<file path="config.mk">
export PLATFORM = sky130hd
export DESIGN_NAME = imem_loader
export DESIGN_NICKNAME = d
export VERILOG_FILES = /design/src/rtl/imem_loader.sv
export SDC_FILE = /design/constraint.sdc
export NUM_CORES = 1
export LEC_CHECK = 0
export CORE_ASPECT_RATIO = 0.75
export CORE_MARGIN = 4
export CORE_UTILIZATION = 51
export CTS_CLUSTER_DIAMETER = 50
export DETAILED_ROUTE_END_ITERATION = 10
export PLACE_DENSITY = 0.73
export SLEW_MARGIN = 20
export SYNTH_ARGS = -nofsm -noshare
export SYNTH_HDL_FRONTEND = slang
export SYNTH_SLANG_ARGS = --single-unit
</file>
<file path="constraint.sdc">
create_clock -name clk_i -period 2.7 [get_ports clk_i]
set_input_delay 0.54 -clock clk_i [delete_from_list [all_inputs] [get_ports clk_i]]
set_output_delay 0.54 -clock clk_i [all_outputs]
set_load 0.02 [all_outputs]
</file>
<file path="src/rtl/imem_loader.sv">
// rtl/imem_loader.sv - UART boot loader that writes a received program into instruction memory
// Purpose : receives 8N1 bytes on rx_i and parses the packet A5, N, 4*N data bytes
//           (little-endian words), plus an optional XOR checksum byte. Each word is
//           written to instruction memory, and the CPU is held in reset while loading.
// Ports   : clk_i      - system clock
//           rst_i      - asynchronous active-high reset
//           rx_i       - UART serial input (idle high, asynchronous to clk_i)
//           we_o       - one-cycle instruction-memory write strobe
//           wraddr_o   - word address of the write
//           wrdata_o   - instruction word being written
//           cpu_hold_o - high while a load is in progress
//           done_o     - high after a successful load
//           err_o      - sticky error flag for the last load attempt
// Option  : define IMEM_LOADER_CHECKSUM_EN to require the checksum byte after the data.
module imem_loader #(
    parameter int CLKS_PER_BIT = 434,
    parameter int ADDR_W       = 6
) (
    input  logic              clk_i,
    input  logic              rst_i,
    input  logic              rx_i,
    output logic              we_o,
    output logic [ADDR_W-1:0] wraddr_o,
    output logic [31:0]       wrdata_o,
    output logic              cpu_hold_o,
    output logic              done_o,
    output logic              err_o
);
    localparam int HALF_BIT  = CLKS_PER_BIT / 2;
    localparam int CNT_W     = $clog2(CLKS_PER_BIT + 1);
    localparam int WCNT_W    = ADDR_W + 1;
    localparam int MAX_WORDS = 1 << ADDR_W;

    // ---------------- UART receiver ----------------
    typedef enum logic [1:0] {RX_IDLE, RX_START, RX_DATA, RX_STOP} rx_state_t;

    rx_state_t        rx_state_q;
    logic             rx_meta_q, rx_sync_q, rx_prev_q;
    logic [CNT_W-1:0] rx_cnt_q;
    logic [2:0]       rx_bit_q;
    logic [7:0]       rx_shift_q;
    logic             rx_valid_q;   // byte in rx_shift_q is valid this cycle
    logic             rx_ferr_q;    // framing error seen on the last stop bit

    // Synchronizer flops reset to the idle-high level, so no false start edge
    // can be seen in the first two cycles after reset.
    always_ff @(posedge clk_i or posedge rst_i) begin
        if (rst_i) begin
            rx_meta_q  <= 1'b1;
            rx_sync_q  <= 1'b1;
            rx_prev_q  <= 1'b1;
            rx_state_q <= RX_IDLE;
            rx_cnt_q   <= '0;
            rx_bit_q   <= '0;
            rx_shift_q <= '0;
            rx_valid_q <= 1'b0;
            rx_ferr_q  <= 1'b0;
        end else begin
            rx_meta_q  <= rx_i;
            rx_sync_q  <= rx_meta_q;
            rx_prev_q  <= rx_sync_q;
            rx_valid_q <= 1'b0;
            rx_ferr_q  <= 1'b0;
            case (rx_state_q)
                RX_IDLE: begin
                    if (rx_prev_q && !rx_sync_q) begin
                        rx_state_q <= RX_START;
                        rx_cnt_q   <= '0;
                    end
                end
                RX_START: begin
                    if (rx_cnt_q == CNT_W'(HALF_BIT - 1)) begin
                        // Line back high at mid start bit: treat as a glitch.
                        rx_cnt_q   <= '0;
                        rx_bit_q   <= '0;
                        rx_state_q <= rx_sync_q ? RX_IDLE : RX_DATA;
                    end else begin
                        rx_cnt_q <= rx_cnt_q + 1'b1;
                    end
                end
                RX_DATA: begin
                    if (rx_cnt_q == CNT_W'(CLKS_PER_BIT - 1)) begin
                        rx_cnt_q   <= '0;
                        rx_shift_q <= {rx_sync_q, rx_shift_q[7:1]};
                        rx_bit_q   <= rx_bit_q + 3'd1;
                        if (rx_bit_q == 3'd7) begin
                            rx_state_q <= RX_STOP;
                        end
                    end else begin
                        rx_cnt_q <= rx_cnt_q + 1'b1;
                    end
                end
                RX_STOP: begin
                    if (rx_cnt_q == CNT_W'(CLKS_PER_BIT - 1)) begin
                        rx_cnt_q   <= '0;
                        rx_state_q <= RX_IDLE;
                        rx_valid_q <= rx_sync_q;
                        rx_ferr_q  <= !rx_sync_q;
                    end else begin
                        rx_cnt_q <= rx_cnt_q + 1'b1;
                    end
                end
                default: rx_state_q <= RX_IDLE;
            endcase
        end
    end

    // ---------------- Protocol FSM ----------------
    typedef enum logic [2:0] {
        S_IDLE,
        S_LEN,
        S_DATA,
`ifdef IMEM_LOADER_CHECKSUM_EN
        S_CHK,
`endif
        S_DONE
    } state_t;

    state_t            state_q;
    logic              we_q, hold_q, done_q, err_q;
    logic [ADDR_W-1:0] wraddr_q;
    logic [31:0]       wrdata_q;
    logic [WCNT_W-1:0] words_left_q;
    logic [1:0]        byte_idx_q;
`ifdef IMEM_LOADER_CHECKSUM_EN
    logic [7:0]        csum_q;
`endif

    always_ff @(posedge clk_i or posedge rst_i) begin
        if (rst_i) begin
            state_q      <= S_IDLE;
            we_q         <= 1'b0;
            hold_q       <= 1'b0;
            done_q       <= 1'b0;
            err_q        <= 1'b0;
            wraddr_q     <= '0;
            wrdata_q     <= '0;
            words_left_q <= '0;
            byte_idx_q   <= '0;
`ifdef IMEM_LOADER_CHECKSUM_EN
            csum_q       <= '0;
`endif
        end else begin
            we_q <= 1'b0;
            // Address advances in the cycle following each write strobe.
            if (we_q) begin
                wraddr_q <= wraddr_q + 1'b1;
            end
            if (rx_ferr_q) begin
                // A broken frame aborts any load; a half-built word is never written.
                state_q <= S_IDLE;
                hold_q  <= 1'b0;
                err_q   <= 1'b1;
            end else begin
                case (state_q)
                    S_IDLE, S_DONE: begin
                        if (rx_valid_q && rx_shift_q == 8'hA5) begin
                            state_q  <= S_LEN;
                            hold_q   <= 1'b1;
                            done_q   <= 1'b0;
                            err_q    <= 1'b0;
                            wraddr_q <= '0;
                        end
                    end
                    S_LEN: begin
                        if (rx_valid_q) begin
                            if (rx_shift_q == 8'd0 || int'(rx_shift_q) > MAX_WORDS) begin
                                state_q <= S_IDLE;
                                hold_q  <= 1'b0;
                                err_q   <= 1'b1;
                            end else begin
                                state_q      <= S_DATA;
                                words_left_q <= WCNT_W'(rx_shift_q);
                                byte_idx_q   <= '0;
`ifdef IMEM_LOADER_CHECKSUM_EN
                                csum_q       <= '0;
`endif
                            end
                        end
                    end
                    S_DATA: begin
                        if (rx_valid_q) begin
                            // Shift in from the top so the first byte ends up in [7:0].
                            wrdata_q   <= {rx_shift_q, wrdata_q[31:8]};
                            byte_idx_q <= byte_idx_q + 2'd1;
`ifdef IMEM_LOADER_CHECKSUM_EN
                            csum_q     <= csum_q ^ rx_shift_q;
`endif
                            if (byte_idx_q == 2'd3) begin
                                we_q <= 1'b1;
                            end
                        end else if (we_q) begin
                            words_left_q <= words_left_q - 1'b1;
                            if (words_left_q == WCNT_W'(1)) begin
`ifdef IMEM_LOADER_CHECKSUM_EN
                                state_q <= S_CHK;
`else
                                state_q <= S_DONE;
                                done_q  <= 1'b1;
                                hold_q  <= 1'b0;
`endif
                            end
                        end
                    end
`ifdef IMEM_LOADER_CHECKSUM_EN
                    S_CHK: begin
                        if (rx_valid_q) begin
                            hold_q <= 1'b0;
                            if (rx_shift_q == csum_q) begin
                                state_q <= S_DONE;
                                done_q  <= 1'b1;
                            end else begin
                                state_q <= S_IDLE;
                                err_q   <= 1'b1;
                            end
                        end
                    end
`endif
                    default: state_q <= S_IDLE;
                endcase
            end
        end
    end

    assign we_o       = we_q;
    assign wraddr_o   = wraddr_q;
    assign wrdata_o   = wrdata_q;
    assign cpu_hold_o = hold_q;
    assign done_o     = done_q;
    assign err_o      = err_q;

endmodule

</file>
==> results_tabular.tex, run 1 <==
\begin{tabular}{lr}
\hline
Metric & Value \\
\hline
\multicolumn{2}{l}{\textbf{Outcome}} \\
Status & complete, no violations \\
\multicolumn{2}{l}{\textbf{Worst setup path}} \\
Critical Setup Path Class & flop to flop \\
Endpoint required time on the critical path & approximately 3.0 ns \\
Endpoint type of the worst setup path & flop \\
FF-to-FF Start & state\_q[1] \\
Number of cells on the worst reg-to-reg path & 6 \\
Kind of start point of the critical path & flop \\
Maximum fanout along the worst path & 8 \\
Endpoint of the worst register-to-register path & words\_left\_q[6] \\
Arrival time of data at the critical path endpoint & roughly 2.4 ns \\
Worst reg-to-reg setup slack & $\sim$0.52 ns \\
\multicolumn{2}{l}{\textbf{Synth}} \\
EDFF count, synth & 0 \\
Gate count of the mapped netlist & approximately 350 \\
Post-Syn Area & around 4000 sq um \\
Sequential cell area fraction in the yosys report & around half \\
Register bit total from synthesis & 80 \\
Synthesized Nets & around 370 \\
Proportion of register bits with asynchronous set or reset after synthesis & 100\% \\
Main flop type after synthesis & sky130\_fd\_sc\_hd\_\_dfrtp\_1 \\
Synth cell types & slightly below 70 \\
Avg Cell Area, Syn & about 11 sq um \\
Number of synthesis warnings & 0 \\
\multicolumn{2}{l}{\textbf{Finish}} \\
Cell Count, Final, Fillers Out & 505 \\
Nets@finish & slightly above 400 \\
Syn-to-layout area delta & 19.0\% \\
Share of final-layout standard cells stronger than drive strength 1 & 19.6\% \\
ANT cells & 0 \\
Final instance area & about 4800 sq um \\
\multicolumn{2}{l}{\textbf{Clock network}} \\
CTS buffer count & 9 \\
Maximum clock path buffer count & 2 \\
Quantity of gates resized following cts & 0 \\
\# hold bufs at CTS & 0 \\
Clk root buf & sky130\_fd\_sc\_hd\_\_clkbuf\_8 \\
Post CTS Setup Buffer Count & 0 \\
CTS tree & yes \\
Clock transition time at the flip-flop clock pins of the worst setup and hold paths & around 0.09 ns \\
TritonCTS Sinks & 80 \\
Maximum level of the CTS H-tree & 3 \\
Clk\_lat worst skew & about 0.36 ns \\
\multicolumn{2}{l}{\textbf{GRT}} \\
Total Routing Usage GR & 19.6\% \\
Number of antenna violations at the first check in global routing & 0 \\
Maximum number of pins on one net before global-route repair & 33 \\
First-pass GRT wire length & roughly 15 mm \\
Via count of the first global-routing pass & a little under 3000 \\
Total gr overflow & 0 \\
\multicolumn{2}{l}{\textbf{Place}} \\
Placed wire-length estimate after detailed placement & $\sim$5.8 mm \\
Port bufs & 44 \\
Final weighted congestion in routability-driven placement & 0.870 \\
Post-DP Area & $\sim$4600 sq um \\
Placed instance count & approximately 490 \\
\multicolumn{2}{l}{\textbf{Detailed routing}} \\
Via density per instance & $\sim$6 \\
Post-route DRC violation count & 0 \\
Number of vias after detailed routing & 2984 \\
Mean routed wirelength per cell & between 15 and 20 um \\
DRT Pass-1 Iters & 4 \\
Final ANT Viol Nets & 0 \\
Aggregate routed wire length & 8.24 mm \\
Drt first-iter violations & around 230 \\
\multicolumn{2}{l}{\textbf{Pwr}} \\
Combinational Power Share & a little over an eighth \\
Total power density per cell area & around 530 nW/um\^{}2 \\
Largest vdd supply drop & about 0.00045 V \\
Sequential cell fraction of total power & $\sim$52\% \\
Clock power share & about a third \\
Switching power share of the total & 31.8\% \\
Static Leakage & about 2.1 nW \\
Cell Int Power & between 0.0015 and 0.002 W \\
Net switching power of the design & around 0.00081 W \\
\multicolumn{2}{l}{\textbf{Timing}} \\
Fmax & around 460 MHz \\
Relative slew slack & a little under two fifths \\
Setup clock skew after layout & between 0.008 and 0.009 ns \\
Final Slew Violations & 0 \\
Total count of hold-check failures in the final report & 0 \\
Min cycle time layout & approximately 2.2 ns \\
RSZ-0062 raised after global routing & false \\
Final setup violation count & 0 \\
Setup Total Neg Slack & 0 ns \\
Final Cycle Share & around four fifths \\
Worst Max-Slew Pin Slew & $\sim$0.9 ns \\
\multicolumn{2}{l}{\textbf{Floorplanning}} \\
X dimension of the die & roughly 110 um \\
Effective utilization at floorplan & 53.3\% \\
Die Y-Extent & 84.7 um \\
Number of standard-cell rows in the floorplan & 27 \\
Area of the placeable core & roughly 7500 sq um \\
Die area & around 9300 sq um \\
I/O pin count & 45 \\
\multicolumn{2}{l}{\textbf{Worst hold path}} \\
Worst min-delay path category & flop to flop \\
HP Start & rx\_meta\_q \\
Worst hold stages & 0 \\
Hold EP & rx\_sync\_q \\
\multicolumn{2}{l}{\textbf{Flow run}} \\
Count of maximum capacitance violations & 0 \\
\hline
\end{tabular}
[cell usage in the layout, fill, tap and decap left out, types with 3 or more instances in the layout]
cell | synthesis | layout
sky130_fd_sc_hd__nand4_1 | 7 | 7
sky130_fd_sc_hd__inv_8 | 0 | 3
sky130_fd_sc_hd__a21oi_1 | 7 | 7
sky130_fd_sc_hd__nor3_1 | 4 | 4
sky130_fd_sc_hd__a32oi_1 | 4 | 4
sky130_fd_sc_hd__o22ai_1 | 5 | 5
sky130_fd_sc_hd__dfrtp_1 | 77 | 77
sky130_fd_sc_hd__inv_1 | 21 | 20
sky130_fd_sc_hd__mux2_2 | 40 | 40
sky130_fd_sc_hd__xor2_1 | 3 | 3
sky130_fd_sc_hd__clkbuf_8 | 0 | 9
sky130_fd_sc_hd__nand2b_1 | 4 | 4
sky130_fd_sc_hd__nor2_1 | 20 | 20
sky130_fd_sc_hd__buf_4 | 1 | 7
sky130_fd_sc_hd__nand3_1 | 10 | 10
sky130_fd_sc_hd__mux2i_1 | 3 | 3
sky130_fd_sc_hd__o22a_1 | 7 | 7
sky130_fd_sc_hd__o21ai_0 | 14 | 14
sky130_fd_sc_hd__dfstp_2 | 3 | 3
sky130_fd_sc_hd__and2_1 | 3 | 3
sky130_fd_sc_hd__o211ai_1 | 6 | 6
sky130_fd_sc_hd__nand2_1 | 20 | 20
sky130_fd_sc_hd__a22oi_1 | 4 | 4
sky130_fd_sc_hd__clkdlybuf4s50_1 | 0 | 44
sky130_fd_sc_hd__a211oi_1 | 3 | 3
sky130_fd_sc_hd__ha_1 | 12 | 12
sky130_fd_sc_hd__a31oi_1 | 5 | 5
[power by group through the flow]
stage	registers [W]	logic (W)	clock network [W]
floorplan	0.00130	0.000283	0
global placement	0.00134	0.000335	0
detailed placement	0.00135	0.000343	0
CTS	0.00132	0.000346	0.000902
global route	0.00134	0.000392	0.000946
finish	0.00132	0.000347	0.000874
[cells in the mapped netlist (all sizes together) (3+ instances only)]
cell | count | share of area, %
nand2b | 4 | 0.63
a211oi | 3 | 0.56
ha | 12 | 3.8
xor2 | 3 | 0.66
nor3 | 6 | 1.0
o22a | 7 | 1.5
a32oi | 4 | 0.88
nand4 | 7 | 1.1
a31oi | 5 | 0.78
dfrtp | 77 | 48
inv | 21 | 2.0
a22oi | 4 | 0.75
and2 | 3 | 0.47
nor2 | 20 | 1.9
nor4 | 4 | 1.2
clkbuf | 7 | 0.66
mux2i | 3 | 0.75
buf | 8 | 1.3
dfstp | 3 | 2.0
and3 | 3 | 0.59
nand2 | 20 | 1.9
nand3 | 10 | 1.3
o21ai | 14 | 1.8
o211ai | 6 | 1.1
o22ai | 5 | 0.78
a21oi | 7 | 0.88
mux2 | 41 | 12
[sequential cells by signal (all words and copies together) (netlist names), 2 cells and up, named ones only]
register,cells
wrdata_o,32
rx_cnt_q,9
rx_shift_q,8
words_left_q,7
wraddr_o,6
rx_bit_q,3
byte_idx_q,2
state_q,2
[kinds of logic after synthesis]
logic type | Yosys count | share of synthesized area, %
AOI/OAI and AO/OA | 78 | 14.9
buffers and inverters | 36 | 3.88
adders and majority gates | 12 | 3.75
DFF | 80 | 50.1
and+or+nand+nor | 96 | 13.9
xor gates and xnor gates | 5 | 1.09
muxes | 44 | 12.3
[stage by stage]
step	power, W	hold slack (ns)	setup slack (ns)	utilization, %
after floorplan	0.00158	0.345	0.113	-
after global placement	0.00167	0.349	0.601	60.9
after detailed placement	0.00169	0.349	0.554	60.9
after CTS	0.00257	0.363	0.549	63.5
after global routing	0.00267	0.366	0.365	63.5
final	0.00254	0.364	0.523	63.5
[worst max-delay path by stage]
stage / start / end / depth (start not counted)
after floorplan: rst_i / async pin / 1
after global placement: state_q[1] / words_left_q[6] / 6
after detailed placement: state_q[1] / words_left_q[6] / 6
after CTS: state_q[1] / words_left_q[6] / 6
after global routing: state_q[1] / words_left_q[6] / 6
final: state_q[1] / words_left_q[6] / 6
[worst max-delay path: stages, from the launching register on]
cell and delay, ns:
sky130_fd_sc_hd__dfrtp_1 0.41, sky130_fd_sc_hd__inv_1 0.08, sky130_fd_sc_hd__ha_1 0.26, sky130_fd_sc_hd__nor3b_1 0.35, sky130_fd_sc_hd__nand4_1 0.36, sky130_fd_sc_hd__and3_4 0.36, sky130_fd_sc_hd__o221a_1 0.26
[layer usage]
| layer | vias to the layer above | share of wire, % | track usage, % |
|---|---|---|---|
| met5 | - | 0 | 0 |
| met4 | 0 | 0.28 | 5.26 |
| met3 | 2 | 7.1 | 4.30 |
| met2 | 117 | 44 | 28.1 |
| met1 | 1457 | 48 | 30.1 |
| li1 | 1408 | - | - |
[cell type report]
cell class                 instances  area, sq um
inverter                          21         80.1
multi-input combinational        235         1840
sequential                        80         2010
tap                              101          126
fill                             624         2740
clock buffer                       9          124
timing repair buffer              52          513
clock inverter                     7         73.8
Power figures use the tool's default switching activity.
==> run 2, diff against run 1 <==
- clock period: 2.7 -> 1.9 ns (I/O delays scaled with it)
==> run 2 against run 1 <==
  * The run now ends with negative setup slack left
  * Combinational power up 92%
  * Cell area grew 7.1%
  * Utilization grew 4.5 points
  * Clock skew is 0.0025 ns higher
  * Highest routed layer unchanged
  * Via count up 4.3%
  * Critical path depth did not move
  * Largest power group unchanged
  * Sequential share of layout area decreased by 2.8 points
  * Non-clock buffer count increased by 37
  * Register-to-register slack lost 0.55 ns
  * Global-route usage about the same
==> results_tabular.tex, run 2 (same netlist as run 1, synthesis figures left out) <==
\begin{tabular}{lr}
\hline
Metric & Value \\
\hline
\multicolumn{2}{l}{\textbf{Outcome}} \\
Status & complete, but fails checks \\
Violated checks & negative setup slack \\
\multicolumn{2}{l}{\textbf{Clock network}} \\
CTS tree & yes \\
Maximum clock path buffer count & 2 (unchanged) \\
CTS buffer count & 9 (unchanged) \\
\# hold bufs at CTS & 0 (unchanged) \\
Clock transition time at the flip-flop clock pins of the worst setup and hold paths & 0.09 ns (about the same) \\
TritonCTS Sinks & 80 (unchanged) \\
Clk\_lat worst skew & 0.35 ns (about the same) \\
Maximum level of the CTS H-tree & 3 (unchanged) \\
Clk root buf & sky130\_fd\_sc\_hd\_\_clkbuf\_8 \\
\multicolumn{2}{l}{\textbf{Detailed routing}} \\
Number of vias after detailed routing & 3111 (+4.3\%) \\
Aggregate routed wire length & 8.50 mm (+3.0\%) \\
Final ANT Viol Nets & 0 (unchanged) \\
Post-route DRC violation count & 0 (unchanged) \\
DRT Pass-1 Iters & 4 (unchanged) \\
Via density per instance & 5.74 (-2.9\%) \\
Drt first-iter violations & 149 (-34\%) \\
Mean routed wirelength per cell & 15.7 um (-4.0\%) \\
\multicolumn{2}{l}{\textbf{Worst hold path}} \\
Worst min-delay path category & flop to flop \\
\multicolumn{2}{l}{\textbf{Pwr}} \\
Combinational Power Share & 18.0\% (+4.4 points) \\
Largest vdd supply drop & 0.000631 V (+39\%) \\
Sequential cell fraction of total power & 49.9\% (-2.1 points) \\
Total power density per cell area & 723 nW/um\^{}2 (+35\%) \\
Net switching power of the design & 0.00111 W (+37\%) \\
Clock power share & 32.1\% (-2.3 points) \\
Switching power share of the total & 30.2\% (-1.7 points) \\
Static Leakage & 2.31 nW (+9.6\%) \\
Total chip power & 0.00369 W (+45\%) \\
Cell Int Power & 0.00257 W (+48\%) \\
\multicolumn{2}{l}{\textbf{Finish}} \\
Share of final-layout standard cells stronger than drive strength 1 & 28.1\% (+8.6 points) \\
Cell Count, Final, Fillers Out & 542 (+7.3\%) \\
Most common cell after layout, fill and taps aside & sky130\_fd\_sc\_hd\_\_dfrtp\_1 \\
Max reg flops & 32 (unchanged) \\
Syn-to-layout area delta & 27.5\% \\
Most frequent cells in the layout & sky130\_fd\_sc\_hd\_\_dfrtp\_1, sky130\_fd\_sc\_hd\_\_clkdlybuf4s50\_1, sky130\_fd\_sc\_hd\_\_buf\_4 \\
Filler cell count in the final layout & 574 (-8.0\%) \\
Nets@finish & 451 (+8.9\%) \\
Share of the core filled with cells in the final layout & 68.0\% (+4.5 points) \\
ANT cells & 0 (unchanged) \\
\multicolumn{2}{l}{\textbf{Timing}} \\
Final Cycle Share & 101\% (+21 points) \\
Fmax & 519 MHz (+13\%) \\
Min cycle time layout & 1.93 ns (-0.250 ns) \\
Final hold slack & 0.359 ns (-0.00412 ns) \\
Final Slew Violations & 0 (unchanged) \\
Setup WS post-layout & -0.0264 ns (-0.550 ns) \\
Setup clock skew after layout & 0.0114 ns (+0.00248 ns) \\
Final setup violation count & 1 (+1) \\
Total count of hold-check failures in the final report & 0 (unchanged) \\
Worst Max-Slew Pin Slew & 0.495 ns (-0.420 ns) \\
Relative slew slack & 66.8\% (+29 points) \\
RSZ-0062 raised after global routing & true \\
\multicolumn{2}{l}{\textbf{Floorplanning}} \\
Effective utilization at floorplan & 53.3\% (unchanged) \\
I/O pin count & 45 (unchanged) \\
Die area & 9340 sq um (unchanged) \\
Die Y-Extent & 84.7 um (unchanged) \\
X dimension of the die & 110 um (unchanged) \\
Area of the placeable core & 7500 sq um (unchanged) \\
Number of standard-cell rows in the floorplan & 27 (unchanged) \\
\multicolumn{2}{l}{\textbf{Place}} \\
Placed instance count & 525 (+7.4\%) \\
Port bufs & 44 (unchanged) \\
Final weighted congestion in routability-driven placement & 0.882 (+1.4\%) \\
Worst slack after detailed placement & -0.0201 ns (-0.575 ns) \\
Placed wire-length estimate after detailed placement & 6.15 mm (+6.9\%) \\
\multicolumn{2}{l}{\textbf{GRT}} \\
Via count of the first global-routing pass & 2969 (+2.9\%) \\
Total gr overflow & 0 (unchanged) \\
Total Routing Usage GR & 19.6\% (about the same) \\
Number of antenna violations at the first check in global routing & 0 (unchanged) \\
First-pass GRT wire length & 14.5 mm (-0.85\%) \\
Maximum number of pins on one net before global-route repair & 81 (+150\%) \\
\multicolumn{2}{l}{\textbf{Worst setup path}} \\
Maximum fanout along the worst path & 8 (unchanged) \\
Endpoint required time on the critical path & 2.14 ns (-0.81 ns) \\
Arrival time of data at the critical path endpoint & 2.17 ns (-0.26 ns) \\
Cell with the largest stage delay on the worst path & sky130\_fd\_sc\_hd\_\_dfrtp\_1 \\
Critical Setup Path Class & flop to flop \\
Worst stage delay on the critical path & 0.39 ns (-0.02 ns) \\
CP cell instances & inv\_2 -> ha\_4 -> or3b\_4 -> a2111o\_4 -> and3\_4 -> o221a\_1 \\
Worst reg-to-reg setup slack & -0.03 ns (-0.55 ns) \\
Endpoint type of the worst setup path & flop \\
Kind of start point of the critical path & flop \\
\multicolumn{2}{l}{\textbf{Flow run}} \\
Count of maximum capacitance violations & 0 (unchanged) \\
\hline
\end{tabular}
-- run 2: worst paths after layout --
| kind | to | startpoint | depth (start not counted) |
|---|---|---|---|
| setup / recovery | words_left_q[6] | state_q[1] | 6 |
| hold / removal | rx_sync_q | rx_meta_q | 0 |
| setup reg to reg | words_left_q[6] | state_q[1] | 6 |
| hold reg to reg | rx_sync_q | rx_meta_q | 0 |
| max in group asynchronous | rx_meta_q | rst_i | 3 |
| min in group asynchronous | wrdata_o[3] | rst_i | 3 |
-- run 2: layout make-up --
class / count / area [sq um] / share of cell area (%)
clock buffer: 10 / 138 / 2.70
clock inverter: 6 / 50.0 / 0.982
inverter: 21 / 82.6 / 1.62
multi-input combinational: 235 / 1880 / 36.9
sequential: 80 / 2010 / 39.4
tap: 101 / 126 / 2.48
timing repair buffer: 89 / 815 / 16.0
-- run 2: power groups by stage --
stage                     Clock, W  Sequential [W]  Combinational [W]
after floorplan                  0         0.00185           0.000403
after global placement           0         0.00186           0.000627
after detailed placement         0         0.00186           0.000638
after CTS                  0.00122         0.00183           0.000642
after global routing       0.00131         0.00185           0.000740
final                      0.00118         0.00184           0.000665
-- run 2: repair_timing --
action / CTS / global route
setup endpoints to repair: 3 / 12
pin swaps: 1 / 6
resized for setup: 1 / 6
setup buffers: 0 / 1
gates cloned: 0 / 0
-- run 2: critical path: cells and delay by family, from the launching register on --
family          cells  cell delay (ns)
flops               1             0.39
compound gates      2             0.64
fa+ha+maj           1             0.12
buf+inv             1             0.07
simple gates        2             0.59
-- run 2: routing by layer --
layer,GRT usage [%],part of all wire (%),routed length (um),up-vias
met5,0,0,0,-
met4,3.58,0.41,35,0
met3,5.30,5.1,434,4
met2,29.6,46,3890,83
met1,28.7,49,4130,1541
li1,-,-,-,1483
-- run 2: metrics by stage --
stage               cell area (sq um)  setup TNS [ns]
global placement                 4880        -0.00303
detailed placement               4880         -0.0203
floorplan                        4020          -0.604
global route                     5100          -0.442
finish                           5100         -0.0264
CTS                              5060         -0.0309
